==> src/rtl/hit_pkg.sv <==
// hit_pkg: shared types, widths and small helpers for the hit judge.
//   judge_t     : 2-bit per-lane judgement code (none/perfect/good/miss)
//   SCORE_W     : score register width
//   COMBO_W     : combo / max-combo register width
//   judge_lane  : per-lane decision for one cycle
//   is_hit      : true for perfect or good
//   sat_score   : clamp a widened score sum to SCORE_W bits
//   sat_combo   : clamp a widened combo sum to COMBO_W bits
package hit_pkg;

    localparam int SCORE_W = 16;
    localparam int COMBO_W = 8;

    typedef enum logic [1:0] {
        JUDGE_NONE = 2'd0,
        JUDGE_PERF = 2'd1,
        JUDGE_GOOD = 2'd2,
        JUDGE_MISS = 2'd3
    } judge_t;

    // A press on a live, unconsumed note always wins over the step miss, so a
    // press landing in the step cycle is judged against the outgoing note.
    function automatic judge_t judge_lane(
        input logic pressed,
        input logic note,
        input logic used,
        input logic step,
        input logic in_win
    );
        judge_t res;
        res = JUDGE_NONE;
        if (pressed && note && !used) begin
            if (in_win) begin
                res = JUDGE_PERF;
            end else begin
                res = JUDGE_GOOD;
            end
        end else if (step && note && !used) begin
            res = JUDGE_MISS;
        end else begin
            res = JUDGE_NONE;
        end
        return res;
    endfunction

    function automatic logic is_hit(input judge_t j);
        return (j == JUDGE_PERF) || (j == JUDGE_GOOD);
    endfunction

    function automatic logic [SCORE_W-1:0] sat_score(input logic [SCORE_W+1:0] sum);
        logic [SCORE_W-1:0] res;
        if (sum[SCORE_W+1:SCORE_W] != 2'b00) begin
            res = {SCORE_W{1'b1}};
        end else begin
            res = sum[SCORE_W-1:0];
        end
        return res;
    endfunction

    function automatic logic [COMBO_W-1:0] sat_combo(input logic [COMBO_W:0] sum);
        logic [COMBO_W-1:0] res;
        if (sum[COMBO_W]) begin
            res = {COMBO_W{1'b1}};
        end else begin
            res = sum[COMBO_W-1:0];
        end
        return res;
    endfunction

endpackage

==> src/rtl/btn_debounce.sv <==
// btn_debounce: two-flop synchroniser, stability counter and rising-edge pulse
// for one raw player button.
//   clk   : judge clock
//   rst   : synchronous active-high reset
//   raw   : raw button level, asynchronous to clk
//   press : one-cycle pulse when the debounced level rises
module btn_debounce #(
    parameter int DB_CYCLES = 16
) (
    input  logic clk,
    input  logic rst,
    input  logic raw,
    output logic press
);

    // Wide enough to hold DB_CYCLES-1 even when DB_CYCLES is 1.
    localparam int                CNT_W    = $clog2(DB_CYCLES + 1);
    localparam logic [CNT_W-1:0]  CNT_LAST = CNT_W'(DB_CYCLES - 1);
    localparam logic [CNT_W-1:0]  CNT_ONE  = CNT_W'(1);

    logic             sync1_r;
    logic             sync2_r;
    logic             level_r;
    logic [CNT_W-1:0] cnt_r;
    logic             press_r;

    // Synchronise, count consecutive disagreeing samples, flip and pulse.
    always_ff @(posedge clk) begin
        if (rst) begin
            sync1_r <= 1'b0;
            sync2_r <= 1'b0;
            level_r <= 1'b0;
            cnt_r   <= '0;
            press_r <= 1'b0;
        end else begin
            sync1_r <= raw;
            sync2_r <= sync1_r;
            if (sync2_r != level_r) begin
                // The DB_CYCLES-th disagreeing sample flips the level.
                if (cnt_r == CNT_LAST) begin
                    level_r <= sync2_r;
                    cnt_r   <= '0;
                    press_r <= sync2_r;
                end else begin
                    cnt_r   <= cnt_r + CNT_ONE;
                    press_r <= 1'b0;
                end
            end else begin
                cnt_r   <= '0;
                press_r <= 1'b0;
            end
        end
    end

    assign press = press_r;

endmodule

==> src/rtl/hit_judge.sv <==
// hit_judge: judges debounced red/blue button presses against the scrolling
// note stream and keeps score, combo and max combo.
//   clk, rst          : divided clock shared with shift_load; sync active-high reset
//   note_R, note_B    : lane note columns, bit 0 sits on the hit line
//   offset            : sub-step scroll position 0..15
//   finish            : song over; freezes judging and scoring
//   btn_red, btn_blue : raw player buttons
//   judge_r, judge_b  : registered one-cycle lane results (none/perf/good/miss)
//   score             : saturating score
//   combo, max_combo  : saturating current combo and its running maximum
module hit_judge #(
    parameter int DB_CYCLES = 16,
    parameter int PERF_LO   = 6,
    parameter int PERF_HI   = 10,
    parameter int PERF_PTS  = 3,
    parameter int GOOD_PTS  = 1
) (
    input  logic        clk,
    input  logic        rst,
    input  logic [9:0]  note_R,
    input  logic [9:0]  note_B,
    input  logic [3:0]  offset,
    input  logic        finish,
    input  logic        btn_red,
    input  logic        btn_blue,
    output logic [1:0]  judge_r,
    output logic [1:0]  judge_b,
    output logic [15:0] score,
    output logic [7:0]  combo,
    output logic [7:0]  max_combo
);

    import hit_pkg::*;

    localparam logic [SCORE_W-1:0] PERF_V = SCORE_W'(PERF_PTS);
    localparam logic [SCORE_W-1:0] GOOD_V = SCORE_W'(GOOD_PTS);

    logic               press_red_s;
    logic               press_blue_s;
    logic [3:0]         offset_q_r;
    logic               used_r_r;
    logic               used_b_r;
    judge_t             judge_r_r;
    judge_t             judge_b_r;
    logic [SCORE_W-1:0] score_r;
    logic [COMBO_W-1:0] combo_r;
    logic [COMBO_W-1:0] max_combo_r;

    int                 off_i_s;
    logic               step_s;
    logic               in_win_s;
    logic               act_s;
    judge_t             res_r_s;
    judge_t             res_b_s;
    logic [SCORE_W-1:0] pts_r_s;
    logic [SCORE_W-1:0] pts_b_s;
    logic [SCORE_W+1:0] score_sum_s;
    logic [1:0]         hits_s;
    logic               miss_s;
    logic [COMBO_W-1:0] combo_nx_s;
    logic [COMBO_W-1:0] max_nx_s;
    logic               unused_notes_s;

    // Only the hit-line column is judged; the upcoming columns are for display.
    assign unused_notes_s = ^{note_R[9:1], note_B[9:1]};

    btn_debounce #(.DB_CYCLES(DB_CYCLES)) u_db_red (
        .clk   (clk),
        .rst   (rst),
        .raw   (btn_red),
        .press (press_red_s)
    );

    btn_debounce #(.DB_CYCLES(DB_CYCLES)) u_db_blue (
        .clk   (clk),
        .rst   (rst),
        .raw   (btn_blue),
        .press (press_blue_s)
    );

    // Per-lane judgement, points and the combo/score next-state.
    always_comb begin
        off_i_s  = int'(offset);
        // Signed compare keeps a window starting at 0 free of constant-compare noise.
        in_win_s = (off_i_s >= PERF_LO) && (off_i_s <= PERF_HI);
        step_s   = (offset_q_r == 4'd15) && (offset == 4'd0);
        act_s    = !finish;

        res_r_s = judge_lane(press_red_s && act_s, note_R[0], used_r_r, step_s && act_s, in_win_s);
        res_b_s = judge_lane(press_blue_s && act_s, note_B[0], used_b_r, step_s && act_s, in_win_s);

        case (res_r_s)
            JUDGE_PERF: pts_r_s = PERF_V;
            JUDGE_GOOD: pts_r_s = GOOD_V;
            default:    pts_r_s = {SCORE_W{1'b0}};
        endcase

        case (res_b_s)
            JUDGE_PERF: pts_b_s = PERF_V;
            JUDGE_GOOD: pts_b_s = GOOD_V;
            default:    pts_b_s = {SCORE_W{1'b0}};
        endcase

        score_sum_s = {2'b00, score_r} + {2'b00, pts_r_s} + {2'b00, pts_b_s};
        hits_s      = {1'b0, is_hit(res_r_s)} + {1'b0, is_hit(res_b_s)};
        miss_s      = (res_r_s == JUDGE_MISS) || (res_b_s == JUDGE_MISS);

        // A miss breaks the chain, but hits in the same cycle start the new one.
        if (miss_s) begin
            combo_nx_s = COMBO_W'(hits_s);
        end else begin
            combo_nx_s = sat_combo({1'b0, combo_r} + (COMBO_W + 1)'(hits_s));
        end

        if (combo_nx_s > max_combo_r) begin
            max_nx_s = combo_nx_s;
        end else begin
            max_nx_s = max_combo_r;
        end
    end

    // Step tracking, consumed flags, registered results and scoring state.
    always_ff @(posedge clk) begin
        if (rst) begin
            offset_q_r  <= 4'd0;
            used_r_r    <= 1'b0;
            used_b_r    <= 1'b0;
            judge_r_r   <= JUDGE_NONE;
            judge_b_r   <= JUDGE_NONE;
            score_r     <= {SCORE_W{1'b0}};
            combo_r     <= {COMBO_W{1'b0}};
            max_combo_r <= {COMBO_W{1'b0}};
        end else begin
            offset_q_r <= offset;

            // A new note arrives on the hit line at every step.
            if (step_s) begin
                used_r_r <= 1'b0;
            end else if (is_hit(res_r_s)) begin
                used_r_r <= 1'b1;
            end else begin
                used_r_r <= used_r_r;
            end

            if (step_s) begin
                used_b_r <= 1'b0;
            end else if (is_hit(res_b_s)) begin
                used_b_r <= 1'b1;
            end else begin
                used_b_r <= used_b_r;
            end

            if (finish) begin
                judge_r_r   <= JUDGE_NONE;
                judge_b_r   <= JUDGE_NONE;
                score_r     <= score_r;
                combo_r     <= combo_r;
                max_combo_r <= max_combo_r;
            end else begin
                judge_r_r   <= res_r_s;
                judge_b_r   <= res_b_s;
                score_r     <= sat_score(score_sum_s);
                combo_r     <= combo_nx_s;
                max_combo_r <= max_nx_s;
            end
        end
    end

    assign judge_r   = judge_r_r;
    assign judge_b   = judge_b_r;
    assign score     = score_r;
    assign combo     = combo_r;
    assign max_combo = max_combo_r;

endmodule

==> config.mk <==
export PLATFORM = sky130hd
export DESIGN_NAME = hit_judge
export DESIGN_NICKNAME = d
export VERILOG_FILES = /design/src/rtl/hit_pkg.sv /design/src/rtl/btn_debounce.sv /design/src/rtl/hit_judge.sv
export SDC_FILE = /design/constraint.sdc
export NUM_CORES = 1
export LEC_CHECK = 0
export ABC_AREA = 1
export CORE_AREA = 3 3 109 111
export CTS_CLUSTER_SIZE = 14
export DETAILED_ROUTE_END_ITERATION = 10
export DIE_AREA = 0 0 112 114
export HOLD_SLACK_MARGIN = 0.06
export SLEW_MARGIN = 20
export SYNTH_ARGS = -nofsm -noshare
export SYNTH_HDL_FRONTEND = slang
export SYNTH_SLANG_ARGS = --single-unit
==> constraint.sdc <==
create_clock -name clk -period 4.95 [get_ports clk]
set_input_delay 1.2375 -clock clk [delete_from_list [all_inputs] [get_ports clk]]
set_output_delay 1.2375 -clock clk [all_outputs]
set_load 0.01 [all_outputs]
==> reports/results.ini <==
[sta]
drv_slew=0
fin_worst_skew_ps=6.587
achievable-frequency_mhz=212.0
hold_slack_ps=403.6
setup_ws_ps=233.3
period_share=0.9529
slew_headroom=0.6730
hold_viol_final=0
fin_crit_ps=4717
tightest_slew_ps=490.0
setup_viol=0
timing.setup.tns_ps=0

[power]
swShare=0.3353
p_leak_nw=1.995
p_switching_mw=0.4430
combPwrFrac=0.282
power_density_nw_per_um2=296.7
power.share.sequential=0.417
total_power_mw=1.321
pwr-share-clk=0.301
p_int_mw=0.8782
max-vdd-ir-drop_mv=0.1699

[floorplan]
initial_utilization=0.2999
core_um2=10890
io_pins=65
rows=38
die-area_um2=12770
die_h_um=114
die_width_um=112

[layout]
diodes=0
fin_nets=588
area_delta_synth_final_pct=36.36
final_area_um2=4453
drive_above_1_share=0.2093

[drt]
wire_per_inst_um=11.21
drt_iter0_markers=150
vias=3006
route.final.wire_length_mm=7.626
postRouteAntennaNets=0
viasPerCell=4.421
drtPass1Iterations=5
drc=0

[global_routing]
grt_pass1_wl_mm=12.77
grtUsageMet3=0.04032
gr-usage-met1=0.1481
overflow=0
grt.total_usage=0.1231
antenna_found_initial=0
grt_max_degree=25
grt_use_met2=0.2098
grt-busiest-layer=met2
grt_pass1_vias=2790

[worst_hold_path]
holdCritPathClass=register to register
hold_depth=2
hold_end=u_db_blue.sync2_r
holdCritStartpoint=u_db_blue.sync1_r

[place]
dp_hpwl_mm=5.683
numPortBuffers=46
finalWeightedCongestion=0.7680
placed_area_um2=4105
place_ws_ps=-519.0

[synthesis]
synth_edf_count=0
netlist_area_um2=3266
ys_top_cells_by_count=nand2_1 (90), inv_1 (70), nor2_1 (66)
ys_ff_latch=60
synthFlopType=dfxtp_1
yosysWarningCount=0
yosys.area.top_type_share=0.3678
async_flop_share=0
netlist_top_cells_area=dfxtp_1 (37%), nand2_1 (10%), inv_1 (8.0%), ha_1 (7.7%), nor2_1 (7.6%)
avgSynthCellArea_um2=7.257
syn_inst=450
synth_top_cell_by_area=dfxtp_1
synth_most_common_cell=nand2_1
syn_nets=503
yosysSeqAreaShare=0.3678
synthDistinctLibCells=36

[clocking]
htree_levels=3
clock_tree.root_cell=clkbuf_8
cts_made_buffers=9
clkLatencyLatePin_ps=340
cts.sinks=60
cts.clk_slew.worst_paths_ps=70
clk_path_buf_depth=2
cts_tree=done

[worst_setup_path]
cp_max_fo=5
cp-start-kind=input pin
regToRegEndpoint=max_combo[6]
rrSetupSlack_ps=1280
crit_required_ps=5230
cp-end-kind=register
worstPathArrival_ps=5000
critPathKind=input pin to register
ff2ff_path_depth=27
r2r_start=offset_q_r[1]

[flow_run]
maxCapViolCount=0

[run_status]
outcome=completed

## worst max-delay path by stage
| stage | from | to | slack [ps] |
|---|---|---|---|
| floorplan | offset[2] | max_combo[2] | 330 |
| global placement | offset[1] | max_combo[2] | -490 |
| detailed placement | offset[1] | max_combo[6] | -520 |
| CTS | offset[3] | max_combo[1] | 10 |
| global route | finish | max_combo[2] | -40 |
| finish | finish | max_combo[6] | 230 |
## power by group through the flow
stage               combinational (mW)  sequential (mW)  clock (mW)
finish                           0.372            0.551       0.398
global route                     0.420            0.557       0.437
CTS                              0.351            0.552       0.414
detailed placement               0.342            0.563           0
global placement                 0.337            0.560           0
floorplan                        0.192            0.573           0
## metrics by stage
step / std cells / util
2_1_floorplan: 450 / -
3_3_place_gp: 661 / 0.3770
3_5_place_dp: 661 / 0.3770
4_1_cts: 677 / 0.3950
5_1_grt: 680 / 0.4090
6_report: 680 / 0.4090
## state kept, by name, summed over array words and instances, names as in the netlist, 2 cells and up
register         count
offset_q_r           4
u_db_red.cnt_r       5
max_combo            8
judge_b              2
u_db_blue.cnt_r      5
combo                8
judge_r              2
score               16
## layer usage
| layer | vias to the layer above | routed length [µm] |
|---|---|---|
| li1 | 1586 | - |
| met1 | 1367 | 3428 |
| met2 | 44 | 3763 |
| met3 | 9 | 325 |
| met4 | 0 | 108 |
| met5 | - | 0 |
## final cells by class
class,instances,area [µm²]
clock inverters,7,51.30
inverters,72,280.3
multi-input cells,310,1878
fillers,1126,6435
well taps,140,175.2
flip-flops and latches,60,1201
repair buffers,82,743.2
clock buffers,9,123.9
## cell usage in the layout (no fill, tap or decap), drive strengths merged
cell             n
nor3b            2
clkbuf           9
dfxtp           60
xor2             4
nand3           28
or2              2
nor3             5
nand4            6
clkinvlp         2
dlymetal6s2s     2
a21o             2
xnor2            1
nor2            76
o21ai           24
buf             36
clkdlybuf4s50   44
clkinv           4
fa               4
nand2          102
nand3b           2
ha              20
o21a             2
a21oi           26
a31oi            4
inv             73
## cells by family (layout without fill, tap and decap cells)
kind of cell	count (synthesis)	in the layout	share of synthesized area
AND/OR/NAND/NOR	223	223	0.3226
buffers and inverters	80	170	0.09923
flip-flops	60	60	0.3678
AO/OA/AOI/OAI	58	58	0.09578
adder cells (fa/ha/maj)	24	24	0.1012
XOR/XNOR	5	5	0.01341
## worst max-delay path: stages
cell,delay (ps)
clkdlybuf4s50_1,410
buf_6,140
inv_8,50
nand3_1,70
nor2_1,120
nand3_1,120
nand2_1,100
inv_1,80
ha_4,290
ha_4,200
ha_4,160
fa_2,370
nand2_2,120
nor2_4,60
a21oi_2,140
nand3_2,90
nand2_2,90
inv_1,50
ha_1,280
nand2_1,80
nor2_1,50
a21oi_2,180
inv_2,60
a21oi_4,180
buf_6,140
nor2_1,30
nor2_1,100
## timing repair
action	in CTS	in global routing
hold buffers	0	0
resized for setup	6	33
pin swaps	1	11
setup buffers	0	3
setup endpoints to repair	8	8
No activity file was read; power rests on OpenSTA's default activity.
